--- src/rtl/vga_timing_pkg.sv ---
// Shared constants for the VGA raster timing generator.
// Contents:
//   - standard timing sets (640x480@60, 800x600@60)
//   - sync polarity constants POL_NEG / POL_POS
//   - DELAY_MAX, the deepest supported output delay line
//   - max2(), used for the counter width check
package vga_timing_pkg;

  localparam logic POL_NEG = 1'b0;
  localparam logic POL_POS = 1'b1;

  localparam int unsigned DELAY_MAX = 8;

  // 640x480 @ 60 Hz, 25.175 MHz pixel clock, both syncs negative
  localparam int unsigned VGA640_H_ACTIVE = 640;
  localparam int unsigned VGA640_H_FRONT  = 16;
  localparam int unsigned VGA640_H_SYNC   = 96;
  localparam int unsigned VGA640_H_BACK   = 48;
  localparam int unsigned VGA640_V_ACTIVE = 480;
  localparam int unsigned VGA640_V_FRONT  = 10;
  localparam int unsigned VGA640_V_SYNC   = 2;
  localparam int unsigned VGA640_V_BACK   = 33;
  localparam logic        VGA640_H_POL    = POL_NEG;
  localparam logic        VGA640_V_POL    = POL_NEG;

  // 800x600 @ 60 Hz, 40 MHz pixel clock, both syncs positive
  localparam int unsigned SVGA800_H_ACTIVE = 800;
  localparam int unsigned SVGA800_H_FRONT  = 40;
  localparam int unsigned SVGA800_H_SYNC   = 128;
  localparam int unsigned SVGA800_H_BACK   = 88;
  localparam int unsigned SVGA800_V_ACTIVE = 600;
  localparam int unsigned SVGA800_V_FRONT  = 1;
  localparam int unsigned SVGA800_V_SYNC   = 4;
  localparam int unsigned SVGA800_V_BACK   = 23;
  localparam logic        SVGA800_H_POL    = POL_POS;
  localparam logic        SVGA800_V_POL    = POL_POS;

  function automatic int unsigned max2(input int unsigned a, input int unsigned b);
    return (a > b) ? a : b;
  endfunction

endpackage

--- src/rtl/vga_delay_line.sv ---
// Width x Depth shift register with a common advance enable.
// Every stage resets asynchronously to IdleVal. Depth = 0 is a plain wire.
// Ports:
//   clk    - clock
//   rst    - asynchronous active-high reset
//   en_i   - advance all stages by one
//   d_i    - input word
//   q_o    - word from the last stage (or d_i when Depth = 0)
module vga_delay_line
  import vga_timing_pkg::*;
#(
  parameter int unsigned       Width   = 1,
  parameter int unsigned       Depth   = 0,
  parameter logic [Width-1:0]  IdleVal = '0
) (
  input  logic             clk,
  input  logic             rst,
  input  logic             en_i,
  input  logic [Width-1:0] d_i,
  output logic [Width-1:0] q_o
);

  if (Depth > DELAY_MAX) begin : g_depth_err
    $error("vga_delay_line: Depth exceeds DELAY_MAX");
  end

  if (Depth == 0) begin : g_bypass
    logic unused_bypass;
    assign unused_bypass = ^{clk, rst, en_i};
    assign q_o = d_i;
  end else begin : g_pipe
    logic [Width-1:0] stage_q [Depth];

    always_ff @(posedge clk or posedge rst) begin
      if (rst) begin
        for (int unsigned i = 0; i < Depth; i++) begin
          stage_q[i] <= IdleVal;
        end
      end else if (en_i) begin
        stage_q[0] <= d_i;
        for (int unsigned i = 1; i < Depth; i++) begin
          stage_q[i] <= stage_q[i-1];
        end
      end
    end

    assign q_o = stage_q[Depth-1];
  end

endmodule

--- src/rtl/vga_timing_gen.sv ---
// Parametrised VGA raster timing generator running from the system clock
// with a pixel-rate enable. Produces x/y position, syncs, display enable and
// line/frame start strobes, all optionally delayed by DELAY enabled pixels.
// Optional feature: define VGA_FRAME_CNT_EN to add a 16-bit frame counter.
// Ports:
//   clk          - system clock
//   rst          - asynchronous active-high reset
//   pix_en       - pixel enable; raster advances one pixel per enabled cycle
//   x, y         - current column / line
//   h_sync       - horizontal sync, active level H_POL
//   v_sync       - vertical sync, active level V_POL
//   disp         - inside the active area
//   line_start   - x == 0
//   frame_start  - x == 0 and y == 0
//   frame_cnt    - frames completed (VGA_FRAME_CNT_EN only)
module vga_timing_gen
  import vga_timing_pkg::*;
#(
  parameter int unsigned H_ACTIVE = 640,
  parameter int unsigned H_FRONT  = 16,
  parameter int unsigned H_SYNC   = 96,
  parameter int unsigned H_BACK   = 48,
  parameter int unsigned V_ACTIVE = 480,
  parameter int unsigned V_FRONT  = 10,
  parameter int unsigned V_SYNC   = 2,
  parameter int unsigned V_BACK   = 33,
  parameter logic        H_POL    = 1'b0,
  parameter logic        V_POL    = 1'b0,
  parameter int unsigned CW       = 10,
  parameter int unsigned DELAY    = 0
) (
  input  logic          clk,
  input  logic          rst,
  input  logic          pix_en,
  output logic [CW-1:0] x,
  output logic [CW-1:0] y,
  output logic          h_sync,
  output logic          v_sync,
  output logic          disp,
  output logic          line_start,
  output logic          frame_start
`ifdef VGA_FRAME_CNT_EN
  ,
  output logic [15:0]   frame_cnt
`endif
);

  localparam int unsigned H_TOTAL = H_ACTIVE + H_FRONT + H_SYNC + H_BACK;
  localparam int unsigned V_TOTAL = V_ACTIVE + V_FRONT + V_SYNC + V_BACK;
  localparam longint unsigned CntRange = 64'd1 << CW;

  if (CntRange <= 64'(max2(H_TOTAL, V_TOTAL))) begin : g_cw_err
    $error("vga_timing_gen: CW too narrow for H_TOTAL/V_TOTAL");
  end
  if (DELAY > DELAY_MAX) begin : g_delay_err
    $error("vga_timing_gen: DELAY exceeds DELAY_MAX");
  end

  localparam logic [CW-1:0] HLast    = CW'(H_TOTAL - 1);
  localparam logic [CW-1:0] VLast    = CW'(V_TOTAL - 1);
  localparam logic [CW-1:0] HActive  = CW'(H_ACTIVE);
  localparam logic [CW-1:0] VActive  = CW'(V_ACTIVE);
  localparam logic [CW-1:0] HSyncBeg = CW'(H_ACTIVE + H_FRONT);
  localparam logic [CW-1:0] HSyncEnd = CW'(H_ACTIVE + H_FRONT + H_SYNC);
  localparam logic [CW-1:0] VSyncBeg = CW'(V_ACTIVE + V_FRONT);
  localparam logic [CW-1:0] VSyncEnd = CW'(V_ACTIVE + V_FRONT + V_SYNC);

`ifdef VGA_FRAME_CNT_EN
  localparam int unsigned BW = 2 * CW + 5 + 16;
`else
  localparam int unsigned BW = 2 * CW + 5;
`endif

  // Idle bundle held by the delay stages out of reset: syncs inactive, all else 0
  localparam logic [BW-1:0] IdleBundle = {
`ifdef VGA_FRAME_CNT_EN
    16'd0,
`endif
    {(2 * CW){1'b0}}, ~H_POL, ~V_POL, 3'b000
  };

  logic [CW-1:0] hc_q, hc_d;
  logic [CW-1:0] vc_q, vc_d;
  logic          wrap;

  assign wrap = (hc_q == HLast) && (vc_q == VLast);

  always_comb begin
    hc_d = hc_q;
    vc_d = vc_q;
    if (pix_en) begin
      if (hc_q == HLast) begin
        hc_d = '0;
        vc_d = (vc_q == VLast) ? '0 : vc_q + 1'b1;
      end else begin
        hc_d = hc_q + 1'b1;
      end
    end
  end

  always_ff @(posedge clk or posedge rst) begin
    if (rst) begin
      hc_q <= '0;
      vc_q <= '0;
    end else begin
      hc_q <= hc_d;
      vc_q <= vc_d;
    end
  end

`ifdef VGA_FRAME_CNT_EN
  logic [15:0] fc_q, fc_d;

  // Counts on the enabled cycle that takes the raster from the last pixel to (0,0)
  always_comb begin
    fc_d = fc_q;
    if (pix_en && wrap) begin
      fc_d = fc_q + 16'd1;
    end
  end

  always_ff @(posedge clk or posedge rst) begin
    if (rst) begin
      fc_q <= '0;
    end else begin
      fc_q <= fc_d;
    end
  end
`else
  logic unused_wrap;
  assign unused_wrap = wrap;
`endif

  logic hs_act, vs_act;
  logic hs_lvl, vs_lvl, disp_raw, ls_raw, fs_raw;

  always_comb begin
    hs_act   = (hc_q >= HSyncBeg) && (hc_q < HSyncEnd);
    vs_act   = (vc_q >= VSyncBeg) && (vc_q < VSyncEnd);
    hs_lvl   = hs_act ? H_POL : ~H_POL;
    vs_lvl   = vs_act ? V_POL : ~V_POL;
    disp_raw = (hc_q < HActive) && (vc_q < VActive);
    ls_raw   = (hc_q == '0);
    fs_raw   = (hc_q == '0) && (vc_q == '0);
  end

  logic [BW-1:0] bundle_d, bundle_q;

  assign bundle_d = {
`ifdef VGA_FRAME_CNT_EN
    fc_q,
`endif
    hc_q, vc_q, hs_lvl, vs_lvl, disp_raw, ls_raw, fs_raw
  };

  vga_delay_line #(
    .Width   (BW),
    .Depth   (DELAY),
    .IdleVal (IdleBundle)
  ) u_delay (
    .clk  (clk),
    .rst  (rst),
    .en_i (pix_en),
    .d_i  (bundle_d),
    .q_o  (bundle_q)
  );

  assign {
`ifdef VGA_FRAME_CNT_EN
    frame_cnt,
`endif
    x, y, h_sync, v_sync, disp, line_start, frame_start
  } = bundle_q;

endmodule

--- config.mk ---
export PLATFORM = sky130hd
export DESIGN_NAME = vga_timing_gen
export DESIGN_NICKNAME = d
export VERILOG_FILES = /design/src/rtl/vga_timing_pkg.sv /design/src/rtl/vga_delay_line.sv /design/src/rtl/vga_timing_gen.sv
export SDC_FILE = /design/constraint.sdc
export NUM_CORES = 1
export LEC_CHECK = 0
export ABC_AREA = 1
export CAP_MARGIN = 20
export CORE_MARGIN = 2
export CORE_UTILIZATION = 42
export DETAILED_ROUTE_END_ITERATION = 12
export PLACE_DENSITY_LB_ADDON = 0.08
export SLEW_MARGIN = 5
export SYNTH_ARGS = -nofsm -noshare
export SYNTH_HDL_FRONTEND = slang
export SYNTH_SLANG_ARGS = --single-unit
--- constraint.sdc ---
create_clock -name clk -period 2.3 [get_ports clk]
set_clock_uncertainty 0.05 [all_clocks]
set_input_delay 0.345 -clock clk [delete_from_list [all_inputs] [get_ports clk]]
set_output_delay 0.345 -clock clk [all_outputs]
set_load 0.05 [all_outputs]
==> results by group, run 1 <==
Outcome
  • Status: complete, no violations

Clock tree
  • CTS sink cnt: 20
  • Max H-tree Level: 1
  • Root buffer cell: clkbuf_4
  • CTS Buffer Depth: 2
  • CTS tree: done
  • Worst skew pair latency: 300 ps
  • Setup repair bufs after CTS: 0
  • Num CTS Buffers: 3
  • Reg clk slew, reported paths: 110 ps

Setup path
  • CP arrival: 1740 ps
  • R2r worst-path depth: 7
  • CP max FO: 6
  • Reg-to-Reg Start: vc_q[0]$_DFFE_PP0P_
  • R2R Setup Slk: 760 ps
  • FF-to-FF End: vc_q[8]$_DFFE_PP0P_
  • Critical Path RT: 1900 ps
  • Critical path class: reg2out
  • CP endpoint: frame_start
  • Crit. End Element: output port
  • Worst Setup SP: vc_q[0]$_DFFE_PP0P_
  • CP Launch Type: flip-flop

Global route
  • Grt total ovfl: 0
  • Largest net degree at the start of global routing: 21
  • All-Layer GR Usage: 17.90%
  • Vias in the first global route: 1076
  • Initial antenna violation count: 0
  • First-pass GRT wire length: 4926 um

Yosys
  • Yosys reg bits: 20
  • Post-Syn Instances: 178
  • Register area share after synthesis: 37.07%
  • Top_reg_cell synth: dfrtp_1
  • Post-synth top area share: 37.07%
  • Mapped Avg Cell Area: 7.585 um2
  • Area contributors post-synth: dfrtp_1, nand2_1, inv_1
  • EDFF count, synth: 0
  • Synth warn: 0
  • Synth cell types: 30
  • Syn Nets: 186
  • Mapped Area: 1350 um2
  • Leading area contributor after synthesis: dfrtp_1
  • Synth async-reset ratio: 100.0%

STA
  • RSZ-0062 raised after global routing: false
  • Hold Violations, Final: 0
  • Setup violators final: 0
  • Slew at the pin closest to its max-slew limit: 498.7 ps
  • Fmax: 469.2 MHz
  • Count of pins over their slew limit: 0
  • Hold_ws: 316.7 ps
  • Slew HR: 66.65%
  • Setup tns final: 0 ps
  • Min Tclk post-route: 2131 ps
  • Fin crit share: 92.67%

Pwr
  • PD cells: 777.5 nW/um2
  • Sw Ratio: 49.18%
  • Seq pwr share: 38.7%
  • Sw power: 651.2 uW
  • VDD IR-drop max: 0.0005172 V
  • Leakage: 0.7869 nW
  • Internal Power: 672.8 uW
  • Logic pwr share: 48.6%
  • Clk network pwr share: 12.7%

Cells and area
  • Final net count: 217
  • N_diodes: 0
  • Share of cells above drive strength 1: 14.01%
  • Most frequent cells in the layout: nand2_1, inv_1, nor2_1, clkdlybuf4s50_1, dfrtp_1
  • Syn-to-layout area delta: 26.14%
  • Commonest non-fill, non-tap cell in the layout: nand2_1

Route
  • Final WL: 2949 um
  • Via count: 1230
  • Final ANT Viol Nets: 0
  • First drt pass iteration count: 4
  • DR WL/cell: 11.75 um
  • Iter 0 DRT Violations: 32
  • Vias per inst: 4.900
  • Residual DRC: 0

Job
  • Max Cap Violations: 0

Placement
  • Post-detail-place hpwl: 2291 um
  • Gpl congestion: 0.8708
  • Port Buf Inserts: 27

Floorplan
  • Core area: 3053 um2
  • Die area: 3684 um2
  • Die height: 60.70 um
  • Starting density of the core: 44.22%
  • Ports: 28
  • Rows: 20
  • Die X: 60.70 um

Worst hold path
  • Hold Path Class: in2async
-- state kept, by name, summed over array words and instances (netlist names) --
name,cells
hc_q,10
vc_q,10
-- cell type report --
cell class | instances | area (um2)
clock buffers | 3 | 22.52
fillers | 301 | 1350
inverters | 30 | 116.4
multi-input cells | 126 | 730.7
flip-flops and latches | 20 | 500.5
well taps | 44 | 55.05
repair buffers | 28 | 277.8
-- worst max-delay path, cell delays in order, from the launching register on --
cell and delay (ps):
dfrtp_1 480, inv_2 130, ha_1 160, inv_1 50, nor2_1 160, nand3_1 130
nor2_2 170, buf_12 150
-- metal layers --
layer | GRT usage (%) | part of all wire (%) | vias up
met5 | 0 | 0 | -
met3 | 4.904 | 5.4 | 4
met2 | 26.42 | 44 | 40
met4 | 4.658 | 1.3 | 0
li1 | - | - | 627
met1 | 25.97 | 49 | 559
-- cells in the mapped netlist, drive strengths merged, types with 2 or more instances --
cell type / number
nor2: 27
nand4: 5
inv: 29
nor3: 5
xor2: 4
ha: 5
nand3b: 2
xnor2: 3
dfrtp: 20
a21oi: 2
o21ai: 10
nand3: 18
nand2: 40
nor4: 2
-- stage by stage --
stage / utilization (%) / power [mW] / setup slack, ps / instance area (um2) / instances
after CTS: 55.70 / 1.333 / 67.69 / 1700 / 251
after global routing: 55.78 / 1.408 / 29.40 / 1703 / 251
after detailed placement: 54.96 / 1.162 / 431.4 / 1678 / 248
final: 55.78 / 1.324 / 168.6 / 1703 / 251
after floorplan: - / 0.9705 / 27.73 / 1356 / 178
after global placement: 54.96 / 1.159 / 449.8 / 1678 / 248
-- power groups by stage --
stage / combinational [mW] / sequential, mW / clock, mW
floorplan: 0.257 / 0.713 / 0
global placement: 0.644 / 0.516 / 0
detailed placement: 0.645 / 0.517 / 0
CTS: 0.646 / 0.511 / 0.176
global route: 0.689 / 0.526 / 0.193
finish: 0.643 / 0.512 / 0.168
-- what timing repair did --
| item | in CTS | in global routing |
|---|---|---|
| resized for setup | 0 | 2 |
| setup endpoints to repair | 0 | 1 |
| hold buffers | 0 | 0 |
-- worst min path at each step --
stage / from / endpoint / slack (ps) / cells after the start
finish: rst / hc_q[4]$_DFFE_PP0P_ / 320 / 3
global route: rst / hc_q[8]$_DFFE_PP0P_ / 330 / 3
CTS: rst / vc_q[5]$_DFFE_PP0P_ / 320 / 3
detailed placement: hc_q[6]$_DFFE_PP0P_ / hc_q[6]$_DFFE_PP0P_ / 510 / 2
global placement: hc_q[6]$_DFFE_PP0P_ / hc_q[6]$_DFFE_PP0P_ / 520 / 2
floorplan: rst / hc_q[0]$_DFFE_PP0P_ / 260 / 1
-- cell families after synthesis --
family          share of synthesized area [%]
simple gates                            37.91
buf+inv                                 9.453
flops                                   37.07
compound gates                          6.395
xor+xnor                                4.541
fa+ha+maj                               4.634
Note: power is estimated with default switching activity, not from simulation.
==> inputs of run 2 (changes only) <==
--- a/config.mk
+++ b/config.mk
@@ -10,6 +10,7 @@
 export CORE_MARGIN = 2
 export CORE_UTILIZATION = 42
 export DETAILED_ROUTE_END_ITERATION = 12
+export GPL_ROUTABILITY_DRIVEN = 0
 export PLACE_DENSITY_LB_ADDON = 0.08
 export SLEW_MARGIN = 5
 export SYNTH_ARGS = -nofsm -noshare
==> results of run 2 <==
Final layout, timing and power as in run 1 (identical DEF).
==> inputs of run 3 (changes only) <==
--- a/config.mk
+++ b/config.mk
@@ -11,6 +11,7 @@
 export CORE_UTILIZATION = 42
 export DETAILED_ROUTE_END_ITERATION = 12
 export GPL_ROUTABILITY_DRIVEN = 0
+export MAX_ROUTING_LAYER = met4
 export PLACE_DENSITY_LB_ADDON = 0.08
 export SLEW_MARGIN = 5
 export SYNTH_ARGS = -nofsm -noshare
==> constraint.sdc (replaced) <==
create_clock -name clk -period 1.8 [get_ports clk]
set_clock_uncertainty 0.05 [all_clocks]
set_input_delay 0.27 -clock clk [delete_from_list [all_inputs] [get_ports clk]]
set_output_delay 0.27 -clock clk [all_outputs]
set_load 0.05 [all_outputs]
==> run 3 against run 2 <==
The run now ends with setup timing left. First-iteration DRC count up 75%. Combinational power increased by 65%. Global-route usage grew 2.0 points. Sequential power increased by 31%. Clock power grew 57%. Die area unchanged. Critical endpoint unchanged.
==> results by group, run 3 (synthesized netlist as in run 1, its figures left out) <==
Setup path
  • Crit. End Element: output port
  • Critical Path RT: 1480 ps
  • Slowest-stage cell, CP: dfrtp_1
  • CP most frequent cell: nor2_4
  • Max incr delay on CP: 420 ps
  • Critical path class: reg2out
  • CP arrival: 1520 ps
  • Critical Path, Cell by Cell: inv_2, ha_4, nand2_4, nor2_4, nand3_4, nor2_4, buf_12
  • CP max FO: 2
  • CP Launch Type: flip-flop

Pwr
  • Internal Power: 1.048 mW
  • Sw Ratio: 47.62%
  • VDD IR-drop max: 0.0003095 V
  • Leakage: 0.9564 nW
  • PD cells: 957.2 nW/um2
  • Logic pwr share: 53.2%
  • Total power: 2.000 mW
  • Seq pwr share: 33.6%
  • Clk network pwr share: 13.2%
  • Sw power: 952.6 uW

Worst hold path
  • Hold Path Class: in2async

STA
  • Min Tclk post-route: 1838 ps
  • Slack of the critical path: -38.15 ps
  • Slew HR: 80.81%
  • Slew at the pin closest to its max-slew limit: 286.9 ps
  • Count of pins over their slew limit: 0
  • Setup violators final: 1
  • Fmax: 544.0 MHz
  • Hold Violations, Final: 0
  • Fin crit share: 102.1%
  • RSZ-0062 raised after global routing: true

Placement
  • Place WS: 12.58 ps
  • Port Buf Inserts: 27
  • Post-detail-place hpwl: 2280 um

Clock tree
  • CTS sink cnt: 20
  • Reg clk slew, reported paths: 120 ps
  • CTS Buffer Depth: 2
  • CTS Hold Buffers Added: 0
  • Num CTS Buffers: 3
  • Root buffer cell: clkbuf_4
  • CTS tree: done
  • Max H-tree Level: 1
  • Worst skew pair latency: 300 ps

Global route
  • Grt total ovfl: 0
  • Largest net degree at the start of global routing: 21
  • Vias in the first global route: 1209
  • Initial antenna violation count: 0
  • All-Layer GR Usage: 19.93%
  • First-pass GRT wire length: 5347 um

Route
  • First drt pass iteration count: 4
  • Vias per inst: 4.932
  • Iter 0 DRT Violations: 56
  • Final WL: 3452 um
  • Residual DRC: 0
  • Final ANT Viol Nets: 0
  • DR WL/cell: 12.37 um
  • Via count: 1376

Floorplan
  • Starting density of the core: 44.22%
  • Die height: 60.70 um
  • Rows: 20
  • Core area: 3053 um2
  • Ports: 28
  • Die area: 3684 um2
  • Die X: 60.70 um

Cells and area
  • N_diodes: 0
  • Most frequent cells in the layout: buf_4, nand2_1, nor2_1, inv_1, nand3_1
  • Final net count: 244
  • Share of cells above drive strength 1: 49.36%
  • Largest regs: hc_q x10, vc_q x10
  • Syn-to-layout area delta: 54.77%
  • Commonest non-fill, non-tap cell in the layout: buf_4
  • Utilization after layout: 68.44%

Outcome
  • Failing checks: setup timing
  • Status: finished, violations left

Job
  • Max Cap Violations: 0
==> run 3: changes by cell type in the layout (fill, tap and decap cells not counted), sizes merged <==
cell,delta
clkdlybuf4s50,-20
clkbuf,+1
buf,+47
==> run 3: what timing repair did <==
item | 4_1_cts | 5_1_grt
setup endpoints to repair | 4 | 6
resized for setup | 12 | 36
setup buffers | 16 | 9
pin swaps | 4 | 11
==> run 3: area by class of cell <==
| class | instances | area [um2] |
|---|---|---|
| clock buffers | 4 | 36.28 |
| flip-flops and latches | 20 | 515.5 |
| fillers | 255 | 963.4 |
| well taps | 44 | 55.05 |
| inverters | 30 | 118.9 |
| repair buffers | 55 | 488.0 |
| multi-input cells | 126 | 875.8 |
==> run 3: path summary, 6_finish.rpt <==
path	start	cells past startpoint	to	slack (ps)
worst max-delay path	hc_q[1]$_DFFE_PP0P_	7	frame_start	-40
worst min-delay path	rst	3	hc_q[0]$_DFFE_PP0P_	240
worst max register to register	hc_q[1]$_DFFE_PP0P_	10	vc_q[2]$_DFFE_PP0P_	120
worst min register to register	vc_q[1]$_DFFE_PP0P_	2	vc_q[1]$_DFFE_PP0P_	560
max in group asynchronous	rst	3	vc_q[2]$_DFFE_PP0P_	1220
min in group clk	vc_q[1]$_DFFE_PP0P_	2	vc_q[1]$_DFFE_PP0P_	560
==> run 3: metrics by stage <==
| step | hold slack [ps] | instances | setup TNS, ps | area [um2] |
|---|---|---|---|---|
| 6_report | 239.9 | 279 | -38.15 | 2090 |
| 5_1_grt | 271.9 | 279 | -181.5 | 2090 |
| 4_1_cts | 247.7 | 271 | -125.3 | 1923 |
| 3_5_place_dp | 506.7 | 251 | 0 | 1725 |
| 3_3_place_gp | 512.2 | 251 | 0 | 1725 |
| 2_1_floorplan | 183.5 | 178 | -187.9 | 1381 |
==> run 3: metal layers <==
layer  share of wire, %  wire [um]  global-route usage, %  vias up
li1                   -          -                      -      694
met1                 42       1467                  24.37      660
met2                 55       1889                  34.87       20
met3                2.2         76                  2.559        2
met4               0.55         19                  4.658        0
met5                  0          0                      -        -
==> run 3: power groups by stage <==
stage	clock, mW	sequential [mW]	combinational [mW]
2_1_floorplan	0	0.916	0.338
4_1_cts	0.276	0.651	0.887
3_3_place_gp	0	0.668	0.831
3_5_place_dp	0	0.667	0.835
6_report	0.263	0.672	1.06
5_1_grt	0.298	0.686	1.13
==> run 3: worst max-delay path: cells and delay by family, from the launching register on <==
kind / cells / cell delay (ps)
DFF: 1 / 420
and+or+nand+nor: 4 / 420
buffers and inverters: 2 / 230
adders and majority gates: 1 / 140
==> RTL edit 1, RTL diff (settings of run 2) <==
`V_POL`: 1'b0 -> 1'b1.
--- a/src/rtl/vga_timing_gen.sv
+++ b/src/rtl/vga_timing_gen.sv
@@ -25,7 +25,7 @@
   parameter int unsigned V_SYNC   = 2,
   parameter int unsigned V_BACK   = 33,
   parameter logic        H_POL    = 1'b0,
-  parameter logic        V_POL    = 1'b0,
+  parameter logic        V_POL    = 1'b1,
   parameter int unsigned CW       = 10,
   parameter int unsigned DELAY    = 0
 ) (
Behaviour: not the same (Yosys sat finds a counterexample within 4 cycles, from zero or initial values and one cycle with rst high).
==> RTL edit 1 against run 2 <==
- total power decreased by 4.1%
- die area fell by 2.7%
- sequential cell count unchanged
- maximum frequency rose by 2.6%
- design area shrank 0.51%
- synthesized area down 2.9%
- worst hold slack better by 0.011 ns
- non-clock buffer count did not move
- setup slack improved by 0.055 ns
- wire length is 2.9% higher
- critical path type unchanged
- critical endpoint unchanged
==> RTL edit 1: results (changes against run 2) <==
Parameter                              Value

Status
  Status    complete, no violations (unchanged)

Synth
  Mapped Area    1310 um^2 (was 1350 um^2)
  Post-synthesis sequential area ratio    0.382 (was 0.371)
  Synthesized Nets    181 (was 186)
  Commonest cells in the netlist    35 x sky130_fd_sc_hd__nand2_1, 26 x sky130_fd_sc_hd__inv_1, 23 x sky130_fd_sc_hd__nor2_1, 20 x sky130_fd_sc_hd__dfrtp_1, 15 x sky130_fd_sc_hd__nand3_1 (was 38 x sky130_fd_sc_hd__nand2_1, 26 x sky130_fd_sc_hd__inv_1, 23 x sky130_fd_sc_hd__nor2_1, 20 x sky130_fd_sc_hd__dfrtp_1, 15 x sky130_fd_sc_hd__nand3_1)
  Dominant cells by area after synthesis    sky130_fd_sc_hd__dfrtp_1 38%, sky130_fd_sc_hd__nand2_1 10%, sky130_fd_sc_hd__inv_1 7.4% (was sky130_fd_sc_hd__dfrtp_1 37%, sky130_fd_sc_hd__nand2_1 11%, sky130_fd_sc_hd__inv_1 7.2%)

Route
  Number of DRC violations after detailed-routing iteration 0    48 (was 32)
  Number of vias after detailed routing    1247 (was 1230)
  DR WL/cell    12.9 um (was 11.7 um)

Global routing
  Wire length of the first global-routing pass    5.27 mm (was 4.93 mm)
  GRT Util Overall    0.195 (was 0.179)

Final layout
  Number of nets in the finished design    213 (was 217)
  Ratio of cells with drive above 1 in the final layout    0.133 (was 0.140)
  Total of fill cells in the finished design    294 (was 301)

Timing
  Total setup violations reported at the end of the flow    0 (unchanged)
  Slew at the pin closest to its max-slew limit    0.501 ns (was 0.499 ns)
  Share of the clock period used by the worst path    0.903 (was 0.927)

Power and ir drop
  Worst supply voltage drop on vdd    0.000276 V (was 0.000517 V)
  Switching power share of the total    0.479 (was 0.492)
  Leakage power    0.000785 uW (was 0.000787 uW)

Place
  Placed Instance Area    1670 um^2 (was 1680 um^2)
  Total half-perimeter wirelength after legalization and detailed placement    2.36 mm (was 2.29 mm)
  Post-placement setup slack    0.343 ns (was 0.431 ns)

Worst setup path
  Reg2Reg Setup Slack    0.69 ns (was 0.76 ns)
  Launching point of the worst reg2reg path    vc_q[0]$_DFFE_PP0P_ (unchanged)
  Reg2reg end    vc_q[0]$_DFFE_PP0P_ (was vc_q[8]$_DFFE_PP0P_)
  Data arrival at the endpoint of the critical path    1.68 ns (was 1.74 ns)
  Critical-path maximum fanout    4 (was 6)
  Delay of the slowest cell on the worst path    0.43 ns (was 0.48 ns)
  Largest delay share family, worst path    simple AND/OR/NAND/NOR gates (was flip-flops)
  Source of the critical timing path    hc_q[0]$_DFFE_PP0P_ (was vc_q[0]$_DFFE_PP0P_)

Clocking
  Clock input transition at the sequential cells of the worst setup and hold paths    0.11 ns (about the same)
  Max clock buf depth    2 (unchanged)
## RTL edit 1: cell count changes after synthesis, moves of 2 or more
cell and delta:
sky130_fd_sc_hd__a21oi_1 -2, sky130_fd_sc_hd__o21ai_2 +2, sky130_fd_sc_hd__nand2_2 +2, sky130_fd_sc_hd__nand3b_1 -2
sky130_fd_sc_hd__nand2_1 -3, sky130_fd_sc_hd__nand3_4 -2
## RTL edit 1: per-layer routing
metal	up-vias	wire length, um	track usage
met5	-	0	0
met4	0	96	0.105
met3	10	146	0.0325
met2	41	1480	0.328
met1	577	1310	0.235
li1	619	-	-
## RTL edit 1: cells by family after synthesis
family | count (synthesis) | synth area share
and+or+nand+nor | 97 | 0.360
buffers and inverters | 29 | 0.0906
xor gates and xnor gates | 7 | 0.0468
DFF | 20 | 0.382
adders and majority gates | 5 | 0.0477
AOI/OAI and AO/OA | 15 | 0.0735
## RTL edit 1: area by class of cell
type | count | share of cell area
Timing Repair Buffer | 28 | 0.179
Inverter | 28 | 0.0635
Multi-Input combinational cell | 124 | 0.425
Tap cell | 33 | 0.0244
Sequential cell | 20 | 0.295
Clock buffer | 3 | 0.0133
## RTL edit 1: worst register-to-register path, cell delays in order (launching register included)
cell and delay (ns):
sky130_fd_sc_hd__dfrtp_1 0.46, sky130_fd_sc_hd__inv_1 0.16, sky130_fd_sc_hd__ha_1 0.20, sky130_fd_sc_hd__inv_1 0.05, sky130_fd_sc_hd__nor2_1 0.09, sky130_fd_sc_hd__nand4_1 0.25
sky130_fd_sc_hd__nand3_1 0.17, sky130_fd_sc_hd__o21ai_0 0.08
## RTL edit 1: worst min-delay path by stage
stage	to	slack (ns)	cells after the start
6_report	vc_q[6]$_DFFE_PP0P_	0.33	3
5_1_grt	vc_q[5]$_DFFE_PP0P_	0.33	3
4_1_cts	hc_q[2]$_DFFE_PP0P_	0.35	3
3_5_place_dp	hc_q[2]$_DFFE_PP0P_	0.52	2
3_3_place_gp	hc_q[2]$_DFFE_PP0P_	0.51	2
2_1_floorplan	hc_q[0]$_DFFE_PP0P_	0.26	1
## RTL edit 1: through the flow
step                 util  cells  power (uW)
floorplan               -    173         914
global placement    0.557    233        1100
detailed placement  0.557    233        1110
CTS                 0.564    236        1280
global route        0.564    236        1350
finish              0.564    236        1270
## RTL edit 1: power by group through the flow
stage	sequential [uW]	clock, uW	combinational [uW]
floorplan	700	0	214
global placement	511	0	589
detailed placement	517	0	593
CTS	509	172	594
global route	521	194	633
finish	512	165	592
==> RTL edit 2, RTL diff (settings of run 2) <==
Without the edit above. Register the output `disp`; this adds one clock of latency there. The other outputs are not delayed to match.
--- a/src/rtl/vga_timing_gen.sv
+++ b/src/rtl/vga_timing_gen.sv
@@ -48,6 +48,8 @@
   localparam int unsigned H_TOTAL = H_ACTIVE + H_FRONT + H_SYNC + H_BACK;
   localparam int unsigned V_TOTAL = V_ACTIVE + V_FRONT + V_SYNC + V_BACK;
   localparam longint unsigned CntRange = 64'd1 << CW;
+
+  logic disp_d;
 
   if (CntRange <= 64'(max2(H_TOTAL, V_TOTAL))) begin : g_cw_err
     $error("vga_timing_gen: CW too narrow for H_TOTAL/V_TOTAL");
@@ -169,8 +171,12 @@
 `ifdef VGA_FRAME_CNT_EN
     frame_cnt,
 `endif
-    x, y, h_sync, v_sync, disp, line_start, frame_start
+    x, y, h_sync, v_sync, disp_d, line_start, frame_start
   } = bundle_q;
+
+  always_ff @(posedge clk) begin
+    disp <= disp_d;
+  end
 
 endmodule
 
Formal check against the unedited RTL: no difference found for any inputs over 10 cycles, from zero or initial values and one cycle with rst high; that may be too few to reach the edited logic, so the function may still have changed.
==> RTL edit 2 against run 2 <==
- non-clock buffer count stayed put
- die area rose by 1.4%
- synthesized area up 1.5%
- maximum frequency shrank 1.5%
- via count shrank 2.4%
- wire length down 2.5%
- global-route usage down 0.27 points
- design area rose by 1.5%
- clock power up 18%
- sequential cell count rose by 1
- total power increased by 3.5%
- synthesized cell count grew 0.56%
- setup slack got worse by 0.033 ns
==> RTL edit 2: results (changes against run 2) <==
Parameter                              Value

Synth
  Adder-cell area share of the yosys netlist    0.0457 (was 0.0463)
  Yosys reg bits    21 (was 20)
  Synth Area in Compound Gates    0.0630 (was 0.0639)
  Post-synthesis sequential area ratio    0.380 (was 0.371)
  Synthesized Nets    187 (was 186)
  Netlist cell types    31 (was 30)
  Dominant cells by area after synthesis    sky130_fd_sc_hd__dfrtp_1 37%, sky130_fd_sc_hd__nand2_1 10%, sky130_fd_sc_hd__inv_1 7.1% (was sky130_fd_sc_hd__dfrtp_1 37%, sky130_fd_sc_hd__nand2_1 11%, sky130_fd_sc_hd__inv_1 7.2%)

Global routing
  GRT Util Overall    0.176 (was 0.179)
  Wire length of the first global-routing pass    4.91 mm (was 4.93 mm)
  Number of global-route vias before repair    1056 (was 1076)
  Routing usage on met1    0.261 (was 0.260)
  Met2 global-route usage    0.255 (was 0.264)

Timing
  Max-slew headroom at the worst pin    0.661 (was 0.666)
  WHS    0.268 ns (was 0.317 ns)

Place
  Post-placement setup slack    0.422 ns (was 0.431 ns)
  Count of placed standard cells including taps    249 (was 248)

Final layout
  Largest registers    hc_q (10), vc_q (10), disp (1) (was hc_q (10), vc_q (10))
  Multi-input gate share of the layout cell area    0.419 (was 0.429)
  Area used by sequential logic in the layout    522 um^2 (was 500 um^2)
  Clk cell area share    0.0174 (was 0.0132)
  Buffer share of cell area    0.162 (was 0.163)
  Ratio of cells with drive above 1 in the final layout    0.134 (was 0.140)
  Summed area of non-filler cells in the final layout    1730 um^2 (was 1700 um^2)
  Number of nets in the finished design    218 (was 217)
  Total of fill cells in the finished design    305 (was 301)

Worst setup path
  Data arrival at the endpoint of the critical path    1.77 ns (was 1.74 ns)
  Worst-path cell with the longest stage delay    sky130_fd_sc_hd__dfrtp_2 (was sky130_fd_sc_hd__dfrtp_1)
  Reg2reg end    vc_q[1]$_DFFE_PP0P_ (was vc_q[8]$_DFFE_PP0P_)

Power and ir drop
  Switching Power    672 uW (was 651 uW)

Route
  Routed Wire Length    2.88 mm (was 2.95 mm)
  Met1 wire length    1.44 mm (was 1.45 mm)
  Number of DRC violations after detailed-routing iteration 0    63 (was 32)
  DR vias/cell    4.74 (was 4.90)
  Met2 wirelength from detailed routing    1.28 mm (was 1.30 mm)
  Met3 routed WL    121 um (was 159 um)

Clocking
  Clock input transition at the sequential cells of the worst setup and hold paths    0.14 ns (was 0.11 ns)
  Worst skew pair latency    0.33 ns (was 0.30 ns)

Status
  Status    complete, no violations (unchanged)
-- RTL edit 2: worst max-delay path by stage --
stage | to | slack [ns]
5_1_grt | frame_start | 0.02
6_report | frame_start | 0.14
2_1_floorplan | frame_start | 0.03
3_5_place_dp | frame_start | 0.42
3_3_place_gp | frame_start | 0.45
4_1_cts | frame_start | 0.07
-- RTL edit 2: cells by family (layout without fill, tap and decap cells) --
family,after synthesis,count (layout)
and+or+nand+nor,100,100
buffers and inverters,32,62
DFF,21,21
AOI/OAI and AO/OA,14,14
xor gates and xnor gates,7,7
adders and majority gates,5,5
-- RTL edit 2: power by group through the flow --
stage / clock [uW] / sequential, uW / combinational (uW)
2_1_floorplan: 0 / 756 / 233
3_3_place_gp: 0 / 541 / 642
3_5_place_dp: 0 / 544 / 639
4_1_cts: 201 / 537 / 640
5_1_grt: 221 / 554 / 683
6_report: 199 / 538 / 634
-- RTL edit 2: what timing repair did --
action	4_1_cts	5_1_grt
endpoints found under the setup margin	0	1
endpoints found under the hold margin	0	0
gates resized for setup	0	2
